<file path="config.mk">
export PLATFORM = sky130hd
export DESIGN_NAME = cp0_unit
export DESIGN_NICKNAME = d
export VERILOG_FILES = /design/src/rtl/cp0_unit.sv
export SDC_FILE = /design/constraint.sdc
export NUM_CORES = 1
export LEC_CHECK = 0
export CORE_MARGIN = 1.5
export CORE_UTILIZATION = 43
export DETAILED_ROUTE_END_ITERATION = 10
export MAX_ROUTING_LAYER = met4
export PLACE_DENSITY = 0.81
export SYNTH_ARGS = -nofsm -noshare
export SYNTH_HDL_FRONTEND = slang
export SYNTH_SLANG_ARGS = --single-unit
export TNS_END_PERCENT = 5
</file>
<file path="constraint.sdc">
create_clock -name clk -period 3.2 [get_ports clk]
set_input_delay 0.64 -clock clk [delete_from_list [all_inputs] [get_ports clk]]
set_output_delay 0.64 -clock clk [all_outputs]
set_load 0.005 [all_outputs]
</file>
<file path="src/rtl/cp0_unit.sv">
// Coprocessor-0 for the pipelined MIPS core (M stage): SR/Cause/EPC/PRId, interrupt/exception take, ERET.
// Define CP0_TIMER_EN to add the Count/Compare timer driving IP[15].
module cp0_unit #(
  parameter int          NUM_HWINT = 6,
  parameter logic [31:0] PRID_VAL  = 32'h12345678
) (
  input  logic                 clk,
  input  logic                 reset,
  input  logic [4:0]           rd_addr,
  output logic [31:0]          rd_data,
  input  logic                 wr_en,
  input  logic [4:0]           wr_addr,
  input  logic [31:0]          wr_data,
  input  logic [NUM_HWINT-1:0] hw_int,
  input  logic [4:0]           exc_code,
  input  logic [31:0]          exc_pc,
  input  logic                 exc_bd,
  input  logic                 eret,
  output logic                 int_req,
  output logic [31:0]          epc
);

  logic [5:0]  im;
  logic [5:0]  ip;
  logic        exl;
  logic        ie;
  logic        bd;
  logic [4:0]  exc_code_r;
  logic [31:0] epc_r;

  logic [5:0]  hw6;
  logic [5:0]  ip_live;
  logic [5:0]  ip_rd;
  logic        irq;
  logic        exc;
  logic        sr_wr;
  logic        epc_wr;
  logic [31:0] epc_take;
  logic        unused_bits;

  always_comb begin
    hw6 = '0;
    for (int i = 0; i < NUM_HWINT; i++) hw6[i] = hw_int[i];
  end

  assign sr_wr       = wr_en && (wr_addr == 5'd12);
  assign epc_wr      = wr_en && (wr_addr == 5'd14);
  assign epc_take    = {exc_pc[31:2], 2'b00} - (exc_bd ? 32'd4 : 32'd0);
  assign unused_bits = ^exc_pc[1:0];

`ifdef CP0_TIMER_EN
  logic [31:0] count;
  logic [31:0] compare;
  logic        tmr_pend;
  logic [31:0] count_nxt;

  assign count_nxt = (wr_en && (wr_addr == 5'd9)) ? wr_data : count + 32'd1;

  // Pending latches on the post-increment match and holds until Compare is rewritten.
  always_ff @(posedge clk) begin
    if (reset) begin
      count    <= '0;
      compare  <= '0;
      tmr_pend <= 1'b0;
    end else begin
      count <= count_nxt;
      if (wr_en && (wr_addr == 5'd11)) begin
        compare  <= wr_data;
        tmr_pend <= 1'b0;
      end else if (count_nxt == compare) begin
        tmr_pend <= 1'b1;
      end
    end
  end

  assign ip_live = {tmr_pend, hw6[4:0]};
  assign ip_rd   = {tmr_pend, ip[4:0]};
`else
  assign ip_live = hw6;
  assign ip_rd   = ip;
`endif

  assign irq     = (|(ip_live & im)) && ie && !exl;
  assign exc     = (exc_code != 5'd0) && !exl;
  assign int_req = irq || exc;
  assign epc     = epc_r;

  // Later assignments win: take overrides MTC0 and ERET on EXL/EPC.
  always_ff @(posedge clk) begin
    if (reset) begin
      im         <= '0;
      ip         <= '0;
      exl        <= 1'b0;
      ie         <= 1'b0;
      bd         <= 1'b0;
      exc_code_r <= '0;
      epc_r      <= '0;
    end else begin
      ip <= hw6;
      if (sr_wr) begin
        im  <= wr_data[15:10];
        exl <= wr_data[1];
        ie  <= wr_data[0];
      end
      if (epc_wr) epc_r <= {wr_data[31:2], 2'b00};
      if (eret) exl <= 1'b0;
      if (int_req) begin
        exl        <= 1'b1;
        bd         <= exc_bd;
        epc_r      <= epc_take;
        exc_code_r <= irq ? 5'd0 : exc_code;
      end
    end
  end

  always_comb begin
    rd_data = '0;
    case (rd_addr)
`ifdef CP0_TIMER_EN
      5'd9:  rd_data = count;
      5'd11: rd_data = compare;
`endif
      5'd12: rd_data = {16'b0, im, 8'b0, exl, ie};
      5'd13: rd_data = {bd, 15'b0, ip_rd, 3'b0, exc_code_r, 2'b00};
      5'd14: rd_data = epc_r;
      5'd15: rd_data = PRID_VAL;
      default: rd_data = '0;
    endcase
  end

endmodule

</file>
* Word-level counts from Yosys, hierarchy flattened
Cells that the tools add are included.
** Word-level totals
- Output and inout port bits :: 65
- Word-level logic and storage cells :: 34
- Bits of input ports :: 90
- Bits in registers :: 52
** Cells by class
- $add $sub $neg :: 1
- Bitwise gates (word level) :: 1
- Equality and inequality tests :: 6
- Muxes and demuxes :: 8
- Reductions and logical operators :: 11
** Operators with widths (count)
- one-hot mux 32 bit (4 select lines) :: 1
- two-way mux 32 bit :: 2
- subtractor 32 x 3 -> 32 bit :: 1
- == test 5 x 4 -> 1 bit, second input constant :: 6
- AND 6 bit :: 1
- OR reduction 6 bit :: 1
- logical AND 1 bit :: 5
- two-way mux 5 bit :: 1
- nonzero test 5 bit :: 1
- two-way mux 1 bit :: 3
- two-way mux 3 bit :: 1
- nonzero test 3 bit :: 1
- nonzero test 2 bit :: 1
- logical NOT 1 bit :: 1
- logical OR 1 bit :: 1

* Logic depth before layout (Yosys ltp)
Gate-level depths: netlist (run 1).
- Word-level depth :: 6
- Gate-level depth with buffers :: 8
- Depth with buffers taken out :: 7

* Least setup slack after synthesis (run 1)
OpenSTA, ideal clock, no wires.
- Kind :: in2reg
- Start point :: input port exc_pc[2]
- End point :: register epc_r[18] (netlist: epc[18])
- Setup time :: 0.091 ns
- Data arrival time :: 2.398 ns
- Path buffers :: 0
- Required time :: 3.109 ns
- Setup slack :: 0.712 ns
- Cell stages on the path :: 7
- Cell sequence :: inv_1 -> ha_1 -> ha_1 -> nor3b_1 -> nand3_1 -> or4_2 -> a311oi_1
** Between the ends
- Word-level cells in the longest chain between the ends :: 2
** Ends and longest elaborated chain
- from (decl) :: RTL line 16 : input logic [31:0] exc_pc,
- subtractor 32 x 3 -> 32 bit :: RTL line 48 : assign epc_take = {exc_pc[31:2], 2'b00} - (exc_bd ? 32'd4 : 32'd0);
- two-way mux 32 bit :: RTL line 107 : if (int_req) begin
- to (signal assigned) :: RTL line 105 : if (epc_wr) epc_r <= {wr_data[31:2], 2'b00};
- to (signal assigned) :: RTL line 110 : epc_r <= epc_take;
- to (decl) :: RTL line 29 : logic [31:0] epc_r;
Every way passes these cells.
A chain may end at the register's enable or synchronous reset.

* Worst setup path in the final report (run 1)
- Start point :: input port hw_int[2]
- End point :: output port int_req
** Between the ends
- Word-level cells in the longest chain between the ends :: 5
** Ends and longest elaborated chain
- from (decl) :: RTL line 14 : input logic [NUM_HWINT-1:0] hw_int,
- AND 6 bit :: RTL line 83 : assign irq = (|(ip_live & im)) && ie && !exl;
- OR reduction 6 bit :: RTL line 83
- logical AND 1 bit (2 in a row) :: RTL line 83
- logical OR 1 bit :: RTL line 85 : assign int_req = irq || exc;
- to (decl) :: RTL line 19 : output logic int_req,
Every way passes these cells.

==> results of run 1 <==
-- power groups by stage --
| stage | clock (mW) | sequential, mW | combinational, mW |
|---|---|---|---|
| CTS | 0.445 | 0.709 | 0.476 |
| global placement | 0 | 0.722 | 0.465 |
| global route | 0.479 | 0.714 | 0.517 |
| detailed placement | 0 | 0.723 | 0.473 |
| floorplan | 0 | 0.712 | 0.201 |
| finish | 0.445 | 0.710 | 0.481 |
-- routing by layer --
layer	vias up	wire length, um	track usage [%]
li1	2012	-	-
met1	1977	5460	37.0
met3	30	1130	4.53
met5	-	0	-
met4	0	308	9.58
met2	232	5710	43.1
-- state kept, by name (all words and copies together), names as in the netlist --
register and count:
ip 6, ie 1, bd 1, exl 1, exc_code_r 5, im 6
epc 30
-- placed cells by master (no fill, tap or decap), drive strengths merged, types with 3 or more instances in the layout --
cell	count
clkdlybuf4s50	148
dfxtp	50
nor4	47
nor2	37
buf	31
inv	24
o31a	23
mux2i	21
a211oi	21
a311oi	14
a21oi	14
and2	13
o31ai	12
or4	12
nor2b	11
nor3	11
nand2	10
or3	10
o21ai	7
nand3	6
or3b	6
nand4	5
a2111oi	5
clkbuf	5
or4b	5
xor2	4
o21a	4
a22o	3
nand4b	3
nor4b	3
or2	3
xnor2	3
o41ai	3
-- synth_stat cells, drive strengths merged (3+ instances only) --
| master | n |
|---|---|
| or3 | 10 |
| nand2 | 10 |
| nor4 | 47 |
| mux2i | 21 |
| o31ai | 12 |
| or4 | 12 |
| or3b | 6 |
| nor2 | 37 |
| o21ai | 7 |
| a311oi | 14 |
| nor4b | 3 |
| or4b | 5 |
| o21a | 4 |
| dfxtp | 50 |
| a2111oi | 5 |
| a22o | 3 |
| o31a | 23 |
| nor2b | 11 |
| nor3 | 11 |
| and2 | 13 |
| a21oi | 14 |
| buf | 7 |
| inv | 24 |
| or2 | 3 |
| xor2 | 4 |
| xnor2 | 3 |
| nand4b | 3 |
| nand4 | 5 |
| a211oi | 21 |
| clkbuf | 35 |
| o41ai | 3 |
| nand3 | 6 |
-- repair_timing --
item / in CTS / in global routing
resized for setup: 0 / 2
endpoints found under the hold margin: 0 / 0
endpoints found under the setup margin: 0 / 12
-- per-stage QoR --
stage / power [mW] / hold WS [ns] / setup WS (ns) / area (sq um) / setup TNS (ns)
after floorplan: 0.913 / 0.479 / 0.712 / 3580 / 0
after global placement: 1.19 / 0.499 / -0.0761 / 5240 / -0.0761
after detailed placement: 1.20 / 0.520 / -0.0354 / 5240 / -0.0354
after CTS: 1.63 / 0.541 / 0.0385 / 5350 / 0
after global routing: 1.71 / 0.576 / 0.0176 / 5350 / 0
final: 1.64 / 0.543 / 0.114 / 5360 / 0
-- area by class of cell --
class                   instances  share of cell area, %
multi-input cells             331                   42.9
well taps                     105                   2.45
clock inverters                 3                  0.747
flip-flops and latches         50                   18.7
clock buffers                   5                   1.28
repair buffers                180                   32.2
inverters                      24                   1.68
diodes                          1                 0.0467
-- worst max-delay path, stage by stage --
cell and delay, ns:
clkdlybuf4s50_1 0.44, a22o_1 0.27, o311a_1 0.40, nor2_2 0.14, inv_1 0.10, clkdlybuf4s50_1 0.45
-- cells by family (layout without fill, tap and decap cells) --
kind of cell	count (synthesis)	in the layout	synth area share, %
buffers and inverters	69	212	8.28
AOI/OAI and AO/OA	113	113	24.2
other	1	3	0.105
muxes	21	21	5.87
and+or+nand+nor	186	186	31.2
DFF	50	50	28.0
xor gates and xnor gates	7	7	1.71
adders and majority gates	2	2	0.699
-- path summary, 6_finish.rpt --
path | from | to | slack (ns) | cells past startpoint
worst min-delay path | im[4] | im[4] | 0.54 | 2
worst max register to register | exl | exc_code_r[3] | 1.14 | 5
worst max-delay path | hw_int[2] | int_req | 0.11 | 6
worst min register to register | im[4] | im[4] | 0.54 | 2
==> qor.txt, run 1 <==
OUTCOME
------------------------------------------------------------------------------------------
Status                                                                        complete, no violations

DIE
------------------------------------------------------------------------------------------
Number of rows created at floorplan                                                     33
Die height                                                                         94.3 um
Die X                                                                              94.3 um
Floorplan core area                                                           0.00813 sq mm
Starting density of the core                                                         44.0%
Number of ports placed on the die boundary                                             155
Die footprint                                                                 0.00888 sq mm

WORST HOLD PATH
------------------------------------------------------------------------------------------
Hold/Removal Path Class                                                       flop to flop

CLOCK TREE
------------------------------------------------------------------------------------------
Number of buffers created by CTS                                                         5
H-tree depth                                                                             2
Clock latency at the later pin of the worst-skew pair                              0.30 ns
CTS sink count                                                                          50
Post-CTS Setup Repair Bufs                                                               0
Clock edge transition at the registers on the reported setup and hold paths        0.09 ns
Root buffer cell                                                                  clkbuf_8
Hold-fix buffers at CTS                                                                  0
CTS tree                                                                               yes
Maximum buffer depth of the clock tree                                                   2

SYNTH
------------------------------------------------------------------------------------------
Seq cells post-synth                                                                    50
Number of enable flip-flop cells after synthesis                                         0
Post-synthesis cell type count                                                          54
Synth Flop Type                                                                    dfxtp_1
Register area share after synthesis                                                  28.0%
Top-area cell type share of the netlist area                                         28.0%
Cell area after synthesis                                                     0.00358 sq mm
Most area-consuming cells after synthesis                                     dfxtp_1 28%, nor4_1 7.9%, mux2i_1 5.9%, o31a_1 5.4%, a211oi_1 4.4%
Number of warnings printed during yosys synthesis                                        0
Syn_area_per_cell                                                               7.98 sq um
Syn Inst Count                                                                         449
Cell taking the most area after synthesis                                          dfxtp_1
Async S/R FF share, synth                                                               0%

ROUTE
------------------------------------------------------------------------------------------
Antenna-violating nets left                                                              0
Count of unresolved DRC violations after routing                                         0
DR WL/cell                                                                         18.0 um
Vias per cell                                                                         6.08
Detailed-router iteration count before antenna repair                                    5
Number of vias after detailed routing                                                 4251
Routed Wire Length                                                                12600 um
Detailed router's first-iteration violation count                                      300

POWER AND IR DROP
------------------------------------------------------------------------------------------
Fraction of power consumed by the clock network                                      27.2%
Fraction of power spent switching nets                                               28.4%
VDD IR max                                                                      0.000180 V
Power spent charging and discharging nets                                         0.465 mW
Leak Pwr                                                                           1.89 nW
Gate power share                                                                     29.4%
Reg power frac                                                                       43.4%
PD cells                                                                       305 mW/mm^2
P_int                                                                              1.17 mW

CELLS AND AREA
------------------------------------------------------------------------------------------
Flip-flop and latch area                                                      0.00100 sq mm
Utilization of the core after routing                                                65.9%
Layout cell share with drive strength beyond 1                                       9.78%
Synth-to-layout area growth                                                          49.6%
Filler cell count in the final layout                                                  710
Final cell count without fillers                                                       699
Multi-input logic area                                                        0.00230 sq mm
Final net count                                                                        684

WORST SETUP PATH
------------------------------------------------------------------------------------------
Kind of capture point of the worst setup path                                   output pin
Critical path data arrival time                                                    2.45 ns
Startpoint type of the worst setup path                                         input port
CP Class                                                                      input port to output pin
Required time at the worst-slack endpoint                                          2.56 ns
Largest fanout of any net on the critical path                                           2

GRT
------------------------------------------------------------------------------------------
Initial antenna violation count                                                          0
Wire length of the first global-routing pass                                      18900 um
Aggregate global routing overflow                                                        0
Vias in the first global route                                                        3801
All-Layer GR Usage                                                                   27.9%
Pin count of the biggest net entering global routing                                    51

PLACEMENT
------------------------------------------------------------------------------------------
HPWL Detailed                                                                      9510 um
Placed Cells incl. Taps                                                                690
Number of I/O port buffers                                                             150
Final Wtd Congestion                                                                 0.888

STA
------------------------------------------------------------------------------------------
Max-slew headroom at the worst pin                                                   27.9%
Post-Route Skew                                                                 0.00637 ns
Final number of setup-violating endpoints                                                0
Min Tclk post-route                                                                3.09 ns
RSZ-0062 raised after global routing                                                 false
Count of final max-slew check failures                                                   0
Final period util                                                                    96.4%
Worst-Margin Slew                                                                  1.08 ns
Fmax                                                                               324 MHz
Hold Violations, Final                                                                   0

RUN
------------------------------------------------------------------------------------------
Number of max-cap violations                                                             0

(Power assumes the default switching activity.)
==> inputs of run 2 (changes only) <==
--- a/config.mk
+++ b/config.mk
@@ -6,5 +6,4 @@
 export NUM_CORES = 1
 export LEC_CHECK = 0
-export CORE_MARGIN = 1.5
 export CORE_UTILIZATION = 43
 export DETAILED_ROUTE_END_ITERATION = 10
==> constraint.sdc (replaced) <==
create_clock -name clk -period 3.2 [get_ports clk]
set_input_delay 0.64 -clock clk [delete_from_list [all_inputs] [get_ports clk]]
set_output_delay 0.64 -clock clk [all_outputs]
set_load 0.02 [all_outputs]
==> run 2 against run 1 <==
Compared with the run above: total power is 4.8% higher; clock skew grew 0.0043 ns; sequential cell count unchanged; die area fell by 2.1%; clock power is 4.7% higher; largest power group unchanged.
==> qor.txt, run 2 (synthesis results as in run 1) <==
CELLS AND AREA
------------------------------------------------------------------------------------------
Most frequent standard cell in the layout excluding fill and tap cells        clkdlybuf4s50_1
Multi-input logic area                                                        0.00230 sq mm   +0.11%
Final cell count without fillers                                                       696   -0.43%
Antenna cells                                                                            0   -1
Most frequent cells in the layout                                             138 x clkdlybuf4s50_1, 50 x dfxtp_1, 45 x nor4_1, 36 x nor2_1, 31 x buf_4
Final net count                                                                        685   +0.15%
Synth-to-layout area growth                                                          50.6%
Flip-flop and latch area                                                      0.00100 sq mm   unchanged
Max FFs per register                                                                    30   unchanged
Layout cell share with drive strength beyond 1                                       10.1%   +0.32 points
Filler cell count in the final layout                                                  646   -9.0%

STA
------------------------------------------------------------------------------------------
Hold Violations, Final                                                                   0   unchanged
RSZ-0062 raised after global routing                                                 false
Post-Route Skew                                                                  0.0107 ns   +0.00431 ns
Final number of setup-violating endpoints                                                0   unchanged
Fmax                                                                               321 MHz   -0.78%
Fin Setup TNS                                                                         0 ns   unchanged
Max-slew headroom at the worst pin                                                   38.5%   +11 points
Final period util                                                                    97.2%   +0.75 points
Worst-Margin Slew                                                                 0.923 ns   -0.158 ns
Count of final max-slew check failures                                                   0   unchanged
Min Tclk post-route                                                                3.11 ns   +0.0242 ns

ROUTE
------------------------------------------------------------------------------------------
Antenna-violating nets left                                                              0   unchanged
Detailed router's first-iteration violation count                                      371   +24%
DR WL/cell                                                                         18.6 um   +2.9%
Routed Wire Length                                                                12900 um   +2.5%
Count of unresolved DRC violations after routing                                         0   unchanged
Vias per cell                                                                         6.12   +0.69%
Number of vias after detailed routing                                                 4262   +0.26%
Detailed-router iteration count before antenna repair                                    5   unchanged

POWER AND IR DROP
------------------------------------------------------------------------------------------
P_int                                                                              1.18 mW   +1.0%
Fraction of power spent switching nets                                               31.0%   +2.6 points
PD cells                                                                       318 mW/mm^2   +4.1%
Fraction of power consumed by the clock network                                      27.2%   about the same
Gate power share                                                                     31.6%   +2.2 points
Reg power frac                                                                       41.2%   -2.2 points
Leak Pwr                                                                           2.08 nW   +10%
VDD IR max                                                                      0.000174 V   -3.4%
Power spent charging and discharging nets                                         0.532 mW   +14%

PLACEMENT
------------------------------------------------------------------------------------------
HPWL Detailed                                                                      9970 um   +4.9%
Number of I/O port buffers                                                             150   unchanged
Final Wtd Congestion                                                                 0.916   +3.2%
Placed Cells incl. Taps                                                                688   -0.29%

WORST SETUP PATH
------------------------------------------------------------------------------------------
Startpoint type of the worst setup path                                         input port
Top cell by count, worst path                                                 clkdlybuf4s50_1
Critical path data arrival time                                                    2.47 ns   +0.02 ns
Reg-to-reg setup timing slack                                                      1.22 ns   +0.08 ns
Kind of capture point of the worst setup path                                   output pin
FF-to-FF Start                                                                       im[2]
Beginning of the critical path                                                  rd_addr[1]
Required time at the worst-slack endpoint                                          2.56 ns   about the same
Largest fanout of any net on the critical path                                           6   +4
CP Class                                                                      input port to output pin
Highest-delay cell along the critical path                                    clkdlybuf4s50_1
Cell breakdown of the critical path                                           clkdlybuf4s50_1 > nand4b_1 > buf_4 > nor2_1 > clkdlybuf4s50_1
Stage delay of the slowest cell on the critical path                               0.63 ns   +0.18 ns

CLOCK TREE
------------------------------------------------------------------------------------------
Clock edge transition at the registers on the reported setup and hold paths        0.10 ns   about the same
CTS tree                                                                               yes
Root buffer cell                                                                  clkbuf_8
CTS sink count                                                                          50   unchanged
H-tree depth                                                                             2   unchanged
Maximum buffer depth of the clock tree                                                   2   unchanged
Post-CTS Setup Repair Bufs                                                               0   unchanged
Clock latency at the later pin of the worst-skew pair                              0.31 ns   about the same
Number of buffers created by CTS                                                         5   unchanged

GRT
------------------------------------------------------------------------------------------
Vias in the first global route                                                        3884   +2.2%
Initial antenna violation count                                                          0   unchanged
Aggregate global routing overflow                                                        0   unchanged
Pin count of the biggest net entering global routing                                    51   unchanged
Wire length of the first global-routing pass                                      20300 um   +7.8%
All-Layer GR Usage                                                                   30.3%   +2.4 points
Met3 track utilization from global routing                                           3.90%   -0.63 points
Met2 GRT Util                                                                        48.0%   +4.9 points
Most heavily used metal layer in global routing                                       met2
GR Layer Usage met1                                                                  40.7%   +3.7 points

DIE
------------------------------------------------------------------------------------------
Die footprint                                                                 0.00870 sq mm   -2.1%
Die height                                                                         93.3 um   -1.1%
Number of ports placed on the die boundary                                             155   unchanged
Die X                                                                              93.3 um   -1.1%
Number of rows created at floorplan                                                     32   -3.0%
Floorplan core area                                                           0.00789 sq mm   -3.0%
Starting density of the core                                                         45.4%   +1.4 points

WORST HOLD PATH
------------------------------------------------------------------------------------------
Launch instance of the worst min-delay path                                          im[3]
Hold/Removal Path Class                                                       flop to flop

OUTCOME
------------------------------------------------------------------------------------------
Status                                                                        complete, no violations

RUN
------------------------------------------------------------------------------------------
Number of max-cap violations                                                             0   unchanged

==> run 2: final timing paths <==
check	depth (start not counted)	end
hold reg to reg	2	im[3]
setup reg to reg	5	epc[27]
setup / recovery	5	rd_data[20]
hold / removal	2	im[3]
==> run 2: final cells by class <==
class                   instances  area share, %
inverters                      24           1.67
repair buffers                181           32.6
clock inverters                 3          0.905
well taps                     102           2.37
flip-flops and latches         50           18.6
clock buffers                   5           1.28
multi-input cells             331           42.7
==> run 2: stage by stage <==
stage	setup WS (ns)	util (%)	total power, mW	hold slack, ns	area [sq um]
after floorplan	0.712	-	0.963	0.479	3580
after CTS	0.0101	68.0	1.71	0.550	5360
after global placement	-0.0606	66.5	1.24	0.502	5240
final	0.0896	68.4	1.72	0.546	5390
after detailed placement	-0.0436	66.5	1.26	0.518	5240
after global routing	0.0239	68.4	1.79	0.571	5390
==> run 2: power groups by stage <==
stage | combinational, mW | sequential [mW] | clock, mW
5_1_grt | 0.580 | 0.712 | 0.500
3_3_place_gp | 0.524 | 0.719 | 0
3_5_place_dp | 0.535 | 0.720 | 0
6_report | 0.542 | 0.707 | 0.466
4_1_cts | 0.538 | 0.706 | 0.471
2_1_floorplan | 0.210 | 0.752 | 0
==> run 2: routing by layer <==
metal	wire length (um)	up-vias
met5	0	-
met4	274	0
met3	1060	23
met2	6110	241
met1	5470	1984
li1	-	2014
==> run 2: critical path, delay by kind of cell <==
| kind | cells | cell delay (ns) |
|---|---|---|
| simple gates | 2 | 0.39 |
| buf+inv | 3 | 1.43 |
==> run 2: repair_timing <==
action                                  in CTS  in global routing
gates resized for setup                      0                 13
endpoints found under the hold margin        0                  0
hold buffers                                 0                  0
endpoints found under the setup margin       0                 13
